$ cat src/rtl/sim_halt_monitor.sv
// Simulation run controller: holds the core under test in reset, watches decode
// for a halt encoding or a cycle timeout, drains the pipeline, then reports done/pass.
module sim_halt_monitor #(
  parameter int unsigned       XLEN         = 32,
  parameter logic [XLEN-1:0]   HALT_INSN    = XLEN'(32'h0000_2013),
  parameter logic [XLEN-1:0]   HALT_MASK    = {XLEN{1'b1}},
  parameter int unsigned       RESET_CYCLES = 2,
  parameter int unsigned       DRAIN_CYCLES = 5,
  parameter int unsigned       TIMEOUT      = 100000,
  parameter int unsigned       CNT_W        = 32
) (
  input  logic             clk,
  input  logic             reset_n,
  input  logic             insn_valid,
  input  logic [XLEN-1:0]  insn,
  output logic             core_reset_n,
  output logic             done,
  output logic             pass,
  output logic             timed_out,
  output logic [CNT_W-1:0] cycle_count,
  output logic [CNT_W-1:0] insn_count,
  output logic [XLEN-1:0]  last_insn
);

  localparam int unsigned HOLD_W = (RESET_CYCLES > 1) ? $clog2(RESET_CYCLES) : 1;
  localparam int unsigned DRN_W  = (DRAIN_CYCLES > 1) ? $clog2(DRAIN_CYCLES + 1) : 1;

  localparam logic [HOLD_W-1:0] HOLD_LAST = HOLD_W'(RESET_CYCLES - 32'd1);
  localparam logic [DRN_W-1:0]  DRN_LOAD  = DRN_W'(DRAIN_CYCLES);
  localparam logic [CNT_W-1:0]  TO_LAST   = CNT_W'(TIMEOUT - 32'd1);
  localparam logic [CNT_W-1:0]  CNT_MAX   = {CNT_W{1'b1}};
  localparam logic              TO_EN     = (TIMEOUT != 32'd0);
  localparam logic              NO_DRAIN  = (DRAIN_CYCLES == 32'd0);
  localparam logic [XLEN-1:0]   HALT_CMP  = HALT_INSN & HALT_MASK;

  typedef enum logic [1:0] {
    S_HOLD  = 2'd0,
    S_RUN   = 2'd1,
    S_DRAIN = 2'd2,
    S_DONE  = 2'd3
  } state_e;

  state_e state_q, state_d;

  logic [HOLD_W-1:0] hold_cnt_q,   hold_cnt_d;
  logic [DRN_W-1:0]  drain_cnt_q,  drain_cnt_d;
  logic [CNT_W-1:0]  cycle_cnt_q,  cycle_cnt_d;
  logic [CNT_W-1:0]  insn_cnt_q,   insn_cnt_d;
  logic [XLEN-1:0]   last_insn_q,  last_insn_d;
  logic              to_hit_q,     to_hit_d;
  logic              core_rst_n_q, core_rst_n_d;
  logic              done_q,       done_d;
  logic              timed_out_q,  timed_out_d;
  logic              pass_q,       pass_d;

  logic in_run_s;
  logic halt_match_s;
  logic timeout_s;

  function automatic logic [CNT_W-1:0] sat_inc(input logic [CNT_W-1:0] v);
    if (v == CNT_MAX) begin
      return v;
    end else begin
      return v + CNT_W'(1);
    end
  endfunction

  assign in_run_s     = (state_q == S_RUN);
  assign halt_match_s = in_run_s & insn_valid & ((insn & HALT_MASK) == HALT_CMP);
  assign timeout_s    = in_run_s & TO_EN & (cycle_cnt_q == TO_LAST);

  // State register
  always_ff @(posedge clk or negedge reset_n) begin
    if (!reset_n) begin
      state_q <= S_HOLD;
    end else begin
      state_q <= state_d;
    end
  end

  // Next-state logic; a halt match takes priority over a coincident timeout
  always_comb begin
    state_d = state_q;
    case (state_q)
      S_HOLD: begin
        if (hold_cnt_q == HOLD_LAST) begin
          state_d = S_RUN;
        end else begin
          state_d = S_HOLD;
        end
      end
      S_RUN: begin
        if (halt_match_s) begin
          state_d = NO_DRAIN ? S_DONE : S_DRAIN;
        end else if (timeout_s) begin
          state_d = S_DONE;
        end else begin
          state_d = S_RUN;
        end
      end
      S_DRAIN: begin
        if (drain_cnt_q == DRN_W'(1)) begin
          state_d = S_DONE;
        end else begin
          state_d = S_DRAIN;
        end
      end
      S_DONE: begin
        state_d = S_DONE;
      end
      default: begin
        state_d = S_HOLD;
      end
    endcase
  end

  // Counter and flag next values; done/timed_out follow the DONE state by one edge
  always_comb begin
    hold_cnt_d   = hold_cnt_q;
    drain_cnt_d  = drain_cnt_q;
    cycle_cnt_d  = cycle_cnt_q;
    insn_cnt_d   = insn_cnt_q;
    last_insn_d  = last_insn_q;
    to_hit_d     = to_hit_q;
    core_rst_n_d = (state_d != S_HOLD);

    if (state_q == S_HOLD && hold_cnt_q != HOLD_LAST) begin
      hold_cnt_d = hold_cnt_q + HOLD_W'(1);
    end else begin
      hold_cnt_d = hold_cnt_q;
    end

    if (halt_match_s) begin
      drain_cnt_d = DRN_LOAD;
    end else if (state_q == S_DRAIN) begin
      drain_cnt_d = drain_cnt_q - DRN_W'(1);
    end else begin
      drain_cnt_d = drain_cnt_q;
    end

    if (state_q == S_RUN || state_q == S_DRAIN) begin
      cycle_cnt_d = sat_inc(cycle_cnt_q);
    end else begin
      cycle_cnt_d = cycle_cnt_q;
    end

    if (in_run_s && insn_valid) begin
      insn_cnt_d  = sat_inc(insn_cnt_q);
      last_insn_d = insn;
    end else begin
      insn_cnt_d  = insn_cnt_q;
      last_insn_d = last_insn_q;
    end

    if (timeout_s && !halt_match_s) begin
      to_hit_d = 1'b1;
    end else begin
      to_hit_d = to_hit_q;
    end

    done_d      = done_q | (state_q == S_DONE);
    timed_out_d = timed_out_q | ((state_q == S_DONE) & to_hit_q);
    pass_d      = done_d & ~timed_out_d;
  end

  // Datapath and output registers
  always_ff @(posedge clk or negedge reset_n) begin
    if (!reset_n) begin
      hold_cnt_q   <= '0;
      drain_cnt_q  <= '0;
      cycle_cnt_q  <= '0;
      insn_cnt_q   <= '0;
      last_insn_q  <= '0;
      to_hit_q     <= 1'b0;
      core_rst_n_q <= 1'b0;
      done_q       <= 1'b0;
      timed_out_q  <= 1'b0;
      pass_q       <= 1'b0;
    end else begin
      hold_cnt_q   <= hold_cnt_d;
      drain_cnt_q  <= drain_cnt_d;
      cycle_cnt_q  <= cycle_cnt_d;
      insn_cnt_q   <= insn_cnt_d;
      last_insn_q  <= last_insn_d;
      to_hit_q     <= to_hit_d;
      core_rst_n_q <= core_rst_n_d;
      done_q       <= done_d;
      timed_out_q  <= timed_out_d;
      pass_q       <= pass_d;
    end
  end

  assign core_reset_n = core_rst_n_q;
  assign done         = done_q;
  assign pass         = pass_q;
  assign timed_out    = timed_out_q;
  assign cycle_count  = cycle_cnt_q;
  assign insn_count   = insn_cnt_q;
  assign last_insn    = last_insn_q;

endmodule

$ cat config.mk
export PLATFORM = sky130hd
export DESIGN_NAME = sim_halt_monitor
export DESIGN_NICKNAME = d
export VERILOG_FILES = /design/src/rtl/sim_halt_monitor.sv
export SDC_FILE = /design/constraint.sdc
export NUM_CORES = 1
export LEC_CHECK = 0
export ABC_AREA = 1
export BUFFER_PORTS_ARGS = -buffer_cell sky130_fd_sc_hd__buf_2
export CAP_MARGIN = 20
export CORE_UTILIZATION = 60
export DETAILED_ROUTE_END_ITERATION = 8
export PLACE_DENSITY = 0.9
export SYNTH_ARGS = -nofsm -noshare
export SYNTH_HDL_FRONTEND = slang
export SYNTH_SLANG_ARGS = --single-unit
$ cat constraint.sdc
create_clock -name clk -period 5.16 [get_ports clk]
set_input_delay 1.29 -clock clk [delete_from_list [all_inputs] [get_ports clk]]
set_output_delay 1.29 -clock clk [all_outputs]
set_load 0.05 [all_outputs]
* Word level (Yosys, flattened, before mapping)
Cells that the tools add are included.
Word-level totals: input bits 35, output and inout bits 100, register bits after elaboration 107, logic and storage cells 51
Operators by class: reduce and logical (&&, ||, !) cells 10, add/subtract/negate cells 4, eq/ne operators 8, mux-type cells 7, bitwise operators 11
Operator list (count):
- 32-bit by 1-bit adder with 32-bit output (second input constant) | 2
- 32-bit equality test (second input constant) | 2
- 32-bit by 14-bit equality test with 1-bit output (second input constant) | 1
- 32-bit by 17-bit equality test with 1-bit output (second input constant) | 1
- 2-bit one-hot mux with 4 select lines | 1
- 3-bit 2-to-1 mux | 2
- 1-bit AND | 5
- 2-bit equality test (second input constant) | 2
- 2-bit 2-to-1 mux | 2
- 1-bit NOT | 4
- 2-bit AND reduction | 2
- 2-bit nonzero test | 2
- 3-bit by 1-bit equality test with 1-bit output (second input constant) | 1
- 1-bit logical AND | 3
- 3-bit by 1-bit subtractor with 3-bit output (second input constant) | 1
- 2-bit by 1-bit equality test with 1-bit output (second input constant) | 1
- 2-bit zero test | 1
- 1-bit 2-to-1 mux | 2
- 1-bit OR | 2
- 1-bit adder (second input constant) | 1
- 1-bit zero test | 1
- 1-bit logical OR | 1

* Depth between registers and ports, before layout
Gate-level depths: netlist (run 1).
word-level depth 6, gate-level depth with buffers 11, depth with buffers taken out 11

* Worst setup path after synthesis (run 1)
OpenSTA, ideal clock, no wires.
path kind input-to-reg, start input insn_valid, end register last_insn_q[16], in the netlist last_insn[16], stages on the path 4, buffers on the path 2, required time 5028 ps, setup time 132 ps, slack 2965 ps, arrival time 2063 ps, cell sequence nand2_1 -> clkbuf_1 -> clkbuf_1 -> o21ai_0
On the way: longest elaborated chain between the ends 1
RTL lines:
- start: declaration | RTL line 14 | input logic insn_valid,
- 1-bit logical AND | RTL line 147 | if (in_run_s && insn_valid) begin
- end signal: assignment | RTL line 184 | last_insn_q <= last_insn_d;
- end: declaration | RTL line 49 | logic [XLEN-1:0] last_insn_q, last_insn_d;
Every way passes these cells. A chain may end at the register's enable or synchronous reset.

* Worst setup path in the final report (run 1)
start input insn_valid, end register insn_cnt_q[17], in the netlist insn_count[17]
On the way: longest elaborated chain between the ends 2
RTL lines:
- 1-bit logical AND | RTL line 147
- 2-bit AND reduction (no line)
- end signal: assignment | RTL line 183 | insn_cnt_q <= insn_cnt_d;
- end: declaration | RTL line 48 | logic [CNT_W-1:0] insn_cnt_q, insn_cnt_d;
Every way passes these cells.

==> flow_summary.yaml, run 1 <==
sta:
  fin_crit_ns: 2.646
  skew_ns: 0.01679
  setup_tns_ns: 0
  setup_violations: 0
  relSlewSlack: 0.2767
  worst_pin_slew_ns: 1.085
  post-route-period-util: 0.5128
  rsz0062_at_grt: "no"
  hold_viol: 0
  slew_viol_final: 0
  max_freq_mhz: 377.9
  finalWorstSetupSlack_ns: 2.514
critical_path:
  crit_fanout: 25
  slowest_delay_ns: 0.93
  rr_endpoint: "insn_count[17]"
  cp-end-kind: "register"
  critPathKind: "input pin to register"
  reg2reg_slack_ns: 2.67
  worst_path_max_delay_cell: "a21oi_2"
  worstReg2RegStart: "state_q[1]"
  r2r_cells: 6
  required_ns: 5.48
  critPathLaunchType: "input pin"
  path_common_cell: "nand2_1"
  worstPathArrival_ns: 2.97
  crit_chain: "buf_2 -> nand2_1 -> a21oi_2 -> o21ai_0 -> nand2_1"
clocking:
  cts_tree: "yes"
  cts_resized: 0
  clock-sinks: 107
  hold_buffers: 0
  worst_skew_pair.late_latency_ns: 0.38
  cts_max_level: 3
  clock_tree.buffer_depth: 2
  cts-buffers-inserted: 9
  cts_setup_buffers: 0
  clock-root-buffer: "clkbuf_8"
  clkTransAtPathRegs_ns: 0.12
place:
  place_inst: 1131
  gp_congestion: 1.008
  pre_cts_slack_ns: 2.122
  io_buffers: 134
  dpl.hpwl_um: 11350
run_status:
  status: "finished, final reports clean"
synth:
  syn_area_um2: 6266
  synthXorXnorAreaFrac: 0.04892
  synth_edf_count: 0
  yosys_warnings: 0
  ys_top_cells_by_count: "nand2_1 (403), nor2_1 (114), dfrtp_1 (107)"
  yosysTopAreaCellShare: 0.4273
  synthTopCellsByArea: "dfrtp_1 (43%), nand2_1 (24%), nor2_1 (6.8%)"
  syn_avg_cell_area_um2: 7.129
  synth_cell_type_count: 35
  yosys.area_share.simple: 0.4006
  syn-num-nets: 923
  yosys.area.top_type: "dfrtp_1"
  synth_compound_area_frac: 0.04054
  muxShareOfSynthArea: 0.001597
  netlist_instances: 879
  synthMostInstantiatedCell: "nand2_1"
  async_reset_ff_frac: 1.000
  synth_seq_cells: 107
  synth_ff_type: "dfrtp_1"
  synthAdderAreaFrac: 0.01797
  synth_top_family_by_area: "simple AND/OR/NAND/NOR gates"
  yosysSeqAreaShare: 0.4273
layout:
  seqCellArea_um2: 2678
  layout-drive-gt1-share: 0.1884
  final_cells: 1147
  final_nets: 1053
  filler_cell_count: 826
  antennaDiodeCount: 0
  syn_to_final_growth_pct: 15.12
  multi_input_area_um2: 3193
hold_path:
  whs_path_depth: 2
  min_from: "done"
  min_to: "done"
  hold_path.class: "register to register"
floorplanning:
  die-area_um2: 10860
  pin_count: 135
  core_um2: 9955
  fp.dieH_um: 104.2
  die_w_um: 104.2
  row_count: 36
  start_util: 0.6295
global_route:
  grt_usage: 0.2913
  grt_max_degree: 77
  grt_pass1_wl_um: 25640
  grt_pass1_vias: 5627
  antenna_found_initial: 0
  grt_overflow_total: 0
routing:
  postRouteWirelength_um: 15350
  viasPerCell: 5.211
  drt-wirelength-per-cell_um: 13.39
  dr.pass1.iters: 5
  drtIter0Drc: 353
  ant_nets: 0
  vias: 5977
  drc: 0
power:
  ir_drop_mv: 0.2022
  power.density_nw_per_um2: 253.0
  p_leak_nw: 3.804
flow_run:
  maxCapViolCount: 0
-- placed cells by master (no fill, tap or decap), drive strengths merged --
master / netlist / routed
buf: 12 / 136
mux2i: 1 / 1
a21oi: 4 / 4
clkbuf: 5 / 9
xnor2: 13 / 13
o21bai: 1 / 1
a21boi: 5 / 5
nor3: 6 / 6
nand2: 413 / 413
ha: 9 / 9
bufinv: 0 / 1
xor2: 22 / 22
nand3b: 8 / 8
and2: 1 / 1
clkinvlp: 0 / 1
dfrtp: 107 / 107
nor2: 130 / 130
nand3: 30 / 30
inv: 68 / 70
nand4: 9 / 9
or2: 1 / 1
clkinv: 0 / 3
o21ai: 34 / 34
-- registers in the layout, indices dropped and copies added, names as in the netlist --
register / flops
to_hit_q: 1
core_reset_n: 1
hold_cnt_q: 1
cycle_count: 32
drain_cnt_q: 3
last_insn: 32
state_q: 2
done: 1
pass: 1
timed_out: 1
insn_count: 32
-- metal layers --
metal | global-route usage | vias to the layer above | wire, µm
li1 | - | 2964 | -
met1 | 0.3669 | 2761 | 6393
met2 | 0.4986 | 211 | 7667
met3 | 0.04699 | 41 | 872
met4 | 0.1204 | 0 | 420
met5 | 0 | - | 0
-- logic make-up after synthesis --
family                   count (synthesis)
AND/OR/NAND/NOR                        598
buffers and inverters                   85
adder cells (fa/ha/maj)                  9
XOR/XNOR                                35
AO/OA/AOI/OAI                           44
flip-flops                             107
multiplexers                             1
-- critical path, delay by kind of cell --
family / cells / cell delay (ns)
buffers and inverters: 1 / 0.07
AO/OA/AOI/OAI: 2 / 1.16
AND/OR/NAND/NOR: 2 / 0.44
-- worst max-delay path by stage --
stage                          start             end  slack (ns)  cells past startpoint
after detailed placement  insn_valid   insn_count[0]        2.12                      5
after floorplan           insn_valid   last_insn[16]        2.97                      4
after global routing      insn_valid      state_q[0]        2.36                     11
after CTS                 insn_valid   insn_count[0]        2.53                      5
final                     insn_valid  insn_count[17]        2.51                      5
after global placement    insn_valid  insn_count[17]        2.17                      5
-- through the flow --
stage          area [µm²]  utilization  power, mW  hold WS, ns
2_1_floorplan        6266            -      1.170       0.4218
3_3_place_gp         6983       0.7015      1.259       0.4431
3_5_place_dp         6983       0.7015      1.268       0.4616
4_1_cts              7213       0.7246      1.832       0.4901
5_1_grt              7213       0.7246      1.895       0.5132
6_report             7213       0.7246      1.825       0.4869
-- report_power, final --
| group | leakage, nW | switching, mW | internal, mW | total [mW] |
|---|---|---|---|---|
| Sequential | 1.38 | 0.0406 | 0.878 | 0.919 |
| Combinational | 2.32 | 0.252 | 0.0776 | 0.330 |
| Clock | 0.110 | 0.334 | 0.242 | 0.576 |
-- cell type report --
type / count / share of cell area
multi-input combinational: 687 / 0.4427
sequential: 107 / 0.3712
timing repair buffer: 136 / 0.09540
inverter: 68 / 0.03573
tap: 133 / 0.02307
clock buffer: 9 / 0.01717
clock inverter: 7 / 0.01474
(Power assumes the default switching activity.)
==> run 2: changes to the inputs <==
--- a/config.mk
+++ b/config.mk
@@ -8,9 +8,9 @@
 export ABC_AREA = 1
 export BUFFER_PORTS_ARGS = -buffer_cell sky130_fd_sc_hd__buf_2
 export CAP_MARGIN = 20
-export CORE_UTILIZATION = 60
+export CORE_UTILIZATION = 50
 export DETAILED_ROUTE_END_ITERATION = 8
-export PLACE_DENSITY = 0.9
+export PLACE_DENSITY = 0.8
 export SYNTH_ARGS = -nofsm -noshare
 export SYNTH_HDL_FRONTEND = slang
 export SYNTH_SLANG_ARGS = --single-unit
==> constraint.sdc (replaced) <==
create_clock -name clk -period 2.25 [get_ports clk]
set_input_delay 0.5625 -clock clk [delete_from_list [all_inputs] [get_ports clk]]
set_output_delay 0.5625 -clock clk [all_outputs]
set_load 0.05 [all_outputs]
==> run 2 against run 1 <==
Compared with the run above:
- wire length increased by 2.0%
- power grew 150%
- sequential power increased by 130%
- non-clock buffer count grew 10
- core utilization decreased by 11 points
- register-to-register slack worse by 2.5 ns
- worst hold slack got worse by 0.059 ns
- clock skew is 0.012 ns lower
- count of clock-buffer cells in the layout increased by 4
- clock power grew to 2.8 times the previous value
- highest routed layer unchanged
==> flow_summary.yaml, run 2 (synthesis results as in run 1) <==
run_status:
  status: "finished, final reports clean"
critical_path:
  worstReg2RegStart: "insn_count[0]"
  worstPathArrival_ns: 2.39
  rr_endpoint: "insn_count[20]"
  required_ns: 2.53
  cp-endpoint: "insn_count[20]"
  reg2reg_slack_ns: 0.14
  cp-end-kind: "register"
  r2r_cells: 8
  critPathLaunchType: "register"
  crit_start: "insn_count[0]"
  crit_fanout: 25
  critPathKind: "register to register"
routing:
  drt-wirelength-per-cell_um: 13.14
  postRouteWirelength_um: 15660
  drc: 0
  viasPerCell: 4.982
  vias: 5938
  drtIter0Drc: 351
  ant_nets: 0
  dr.pass1.iters: 5
place:
  io_buffers: 134
  place_inst: 1175
  gp_congestion: 0.9665
  dpl.hpwl_um: 11790
floorplanning:
  core_um2: 12110
  fp.dieH_um: 113.9
  die-area_um2: 12980
  die_w_um: 113.9
  pin_count: 135
  row_count: 40
  start_util: 0.5174
layout:
  antennaDiodeCount: 0
  syn_to_final_growth_pct: 18.79
  final_common_cell: "nand2_1"
  filler_cell_count: 1159
  fin_util: 0.6146
  final_cell_mix: "nand2_1 (403), buf_2 (133), nor2_1 (114)"
  final_nets: 1063
  final_cells: 1192
  layout-drive-gt1-share: 0.1934
clocking:
  clkTransAtPathRegs_ns: 0.07
  cts_tree: "yes"
  cts-buffers-inserted: 9
  worst_skew_pair.late_latency_ns: 0.35
  clock_tree.buffer_depth: 2
  clock-root-buffer: "clkbuf_16"
  clock-sinks: 107
  cts_max_level: 3
  cts_setup_buffers: 0
sta:
  worst_pin_slew_ns: 0.6929
  hold_viol: 0
  fin_crit_ns: 2.111
  rsz0062_at_grt: "no"
  max_freq_mhz: 473.7
  post-route-period-util: 0.9383
  skew_ns: 0.004947
  setup_violations: 0
  slew_viol_final: 0
  relSlewSlack: 0.5370
global_route:
  grt_usage: 0.2546
  grt_overflow_total: 0
  grt_pass1_vias: 5605
  top_usage_layer: "met2"
  grt_max_degree: 64
  grt_use_met2: 0.4291
  grt_pass1_wl_um: 26100
  grt_use_met3: 0.05420
  grt_util_met1: 0.3158
  antenna_found_initial: 0
hold_path:
  min_from: "insn[2]"
  whs_path_depth: 3
  hold_path.class: "input pin to register"
power:
  p_int_mw: 3.139
  p_clk_frac: 0.358
  power.density_nw_per_um2: 605.9
  combPwrFrac: 0.176
  p_leak_nw: 3.901
  power_frac_seq: 0.466
  switchingPower_mw: 1.371
  swShare: 0.3039
  ir_drop_mv: 0.4191
flow_run:
  maxCapViolCount: 0
## run 2: cell types whose count changed in the layout (fill, tap and decap cells not counted), moves of 2 or more
cell / previous run / this run
clkbuf_16: 0 / 9
clkbuf_1: 0 / 2
buf_4: 3 / 10
buf_12: 0 / 2
clkinv_8: 3 / 0
clkbuf_8: 9 / 2
## run 2: worst min-delay path by stage
stage	to	slack [ns]
final	last_insn[2]	0.43
after CTS	last_insn[2]	0.41
after global routing	last_insn[30]	0.42
after floorplan	core_reset_n	0.27
after global placement	insn_count[17]	0.37
after detailed placement	insn_count[17]	0.37
## run 2: worst max-delay path, cell delays in order (launching register included)
cell,delay (ns)
dfrtp_1,0.44
ha_1,0.30
nand3_2,0.12
inv_2,0.06
nand2_4,0.11
nor2_8,0.07
a21oi_4,0.57
o21ai_0,0.25
nand2_1,0.12
## run 2: cell type report
class	instances	area [µm²]	share of cell area
clock inverter	3	46.29	0.006220
clock buffer	13	260.3	0.03496
inverter	68	257.7	0.03463
tap	168	210.2	0.02824
sequential	107	2678	0.3597
multi-input combinational	687	3201	0.4300
timing repair buffer	146	790.8	0.1062
## run 2: repair_timing
action / 4_1_cts / 5_1_grt
hold buffers: 1 / 0
endpoints found under the hold margin: 1 / 0
gates resized for setup: 1 / 0
setup endpoints to repair: 7 / 0
## run 2: through the flow
step / power, mW / hold slack (ns) / setup TNS (ns) / worst slack (ns) / cell area, µm²
after floorplan: 2.683 / 0.2669 / 0 / 0.2499 / 6266
after global placement: 2.918 / 0.3674 / -0.004613 / -0.004613 / 7119
after detailed placement: 2.935 / 0.3686 / -0.4221 / -0.1109 / 7119
after CTS: 4.559 / 0.4111 / 0 / 0.1695 / 7443
after global routing: 4.709 / 0.4204 / 0 / 0.006015 / 7443
final: 4.510 / 0.4277 / 0 / 0.1388 / 7443
## run 2: layer usage
metal,vias to the layer above,part of all wire
li1,2978,-
met1,2718,0.43
met2,198,0.49
met3,44,0.048
met4,0,0.030
met5,-,0
## run 2: power groups by stage
stage          registers, mW  clock network (mW)  logic, mW
4_1_cts                 2.10                1.66      0.802
3_3_place_gp            2.13                   0      0.789
6_report                2.10                1.61      0.795
2_1_floorplan           2.46                   0      0.221
3_5_place_dp            2.13                   0      0.800
5_1_grt                 2.11                1.74      0.858
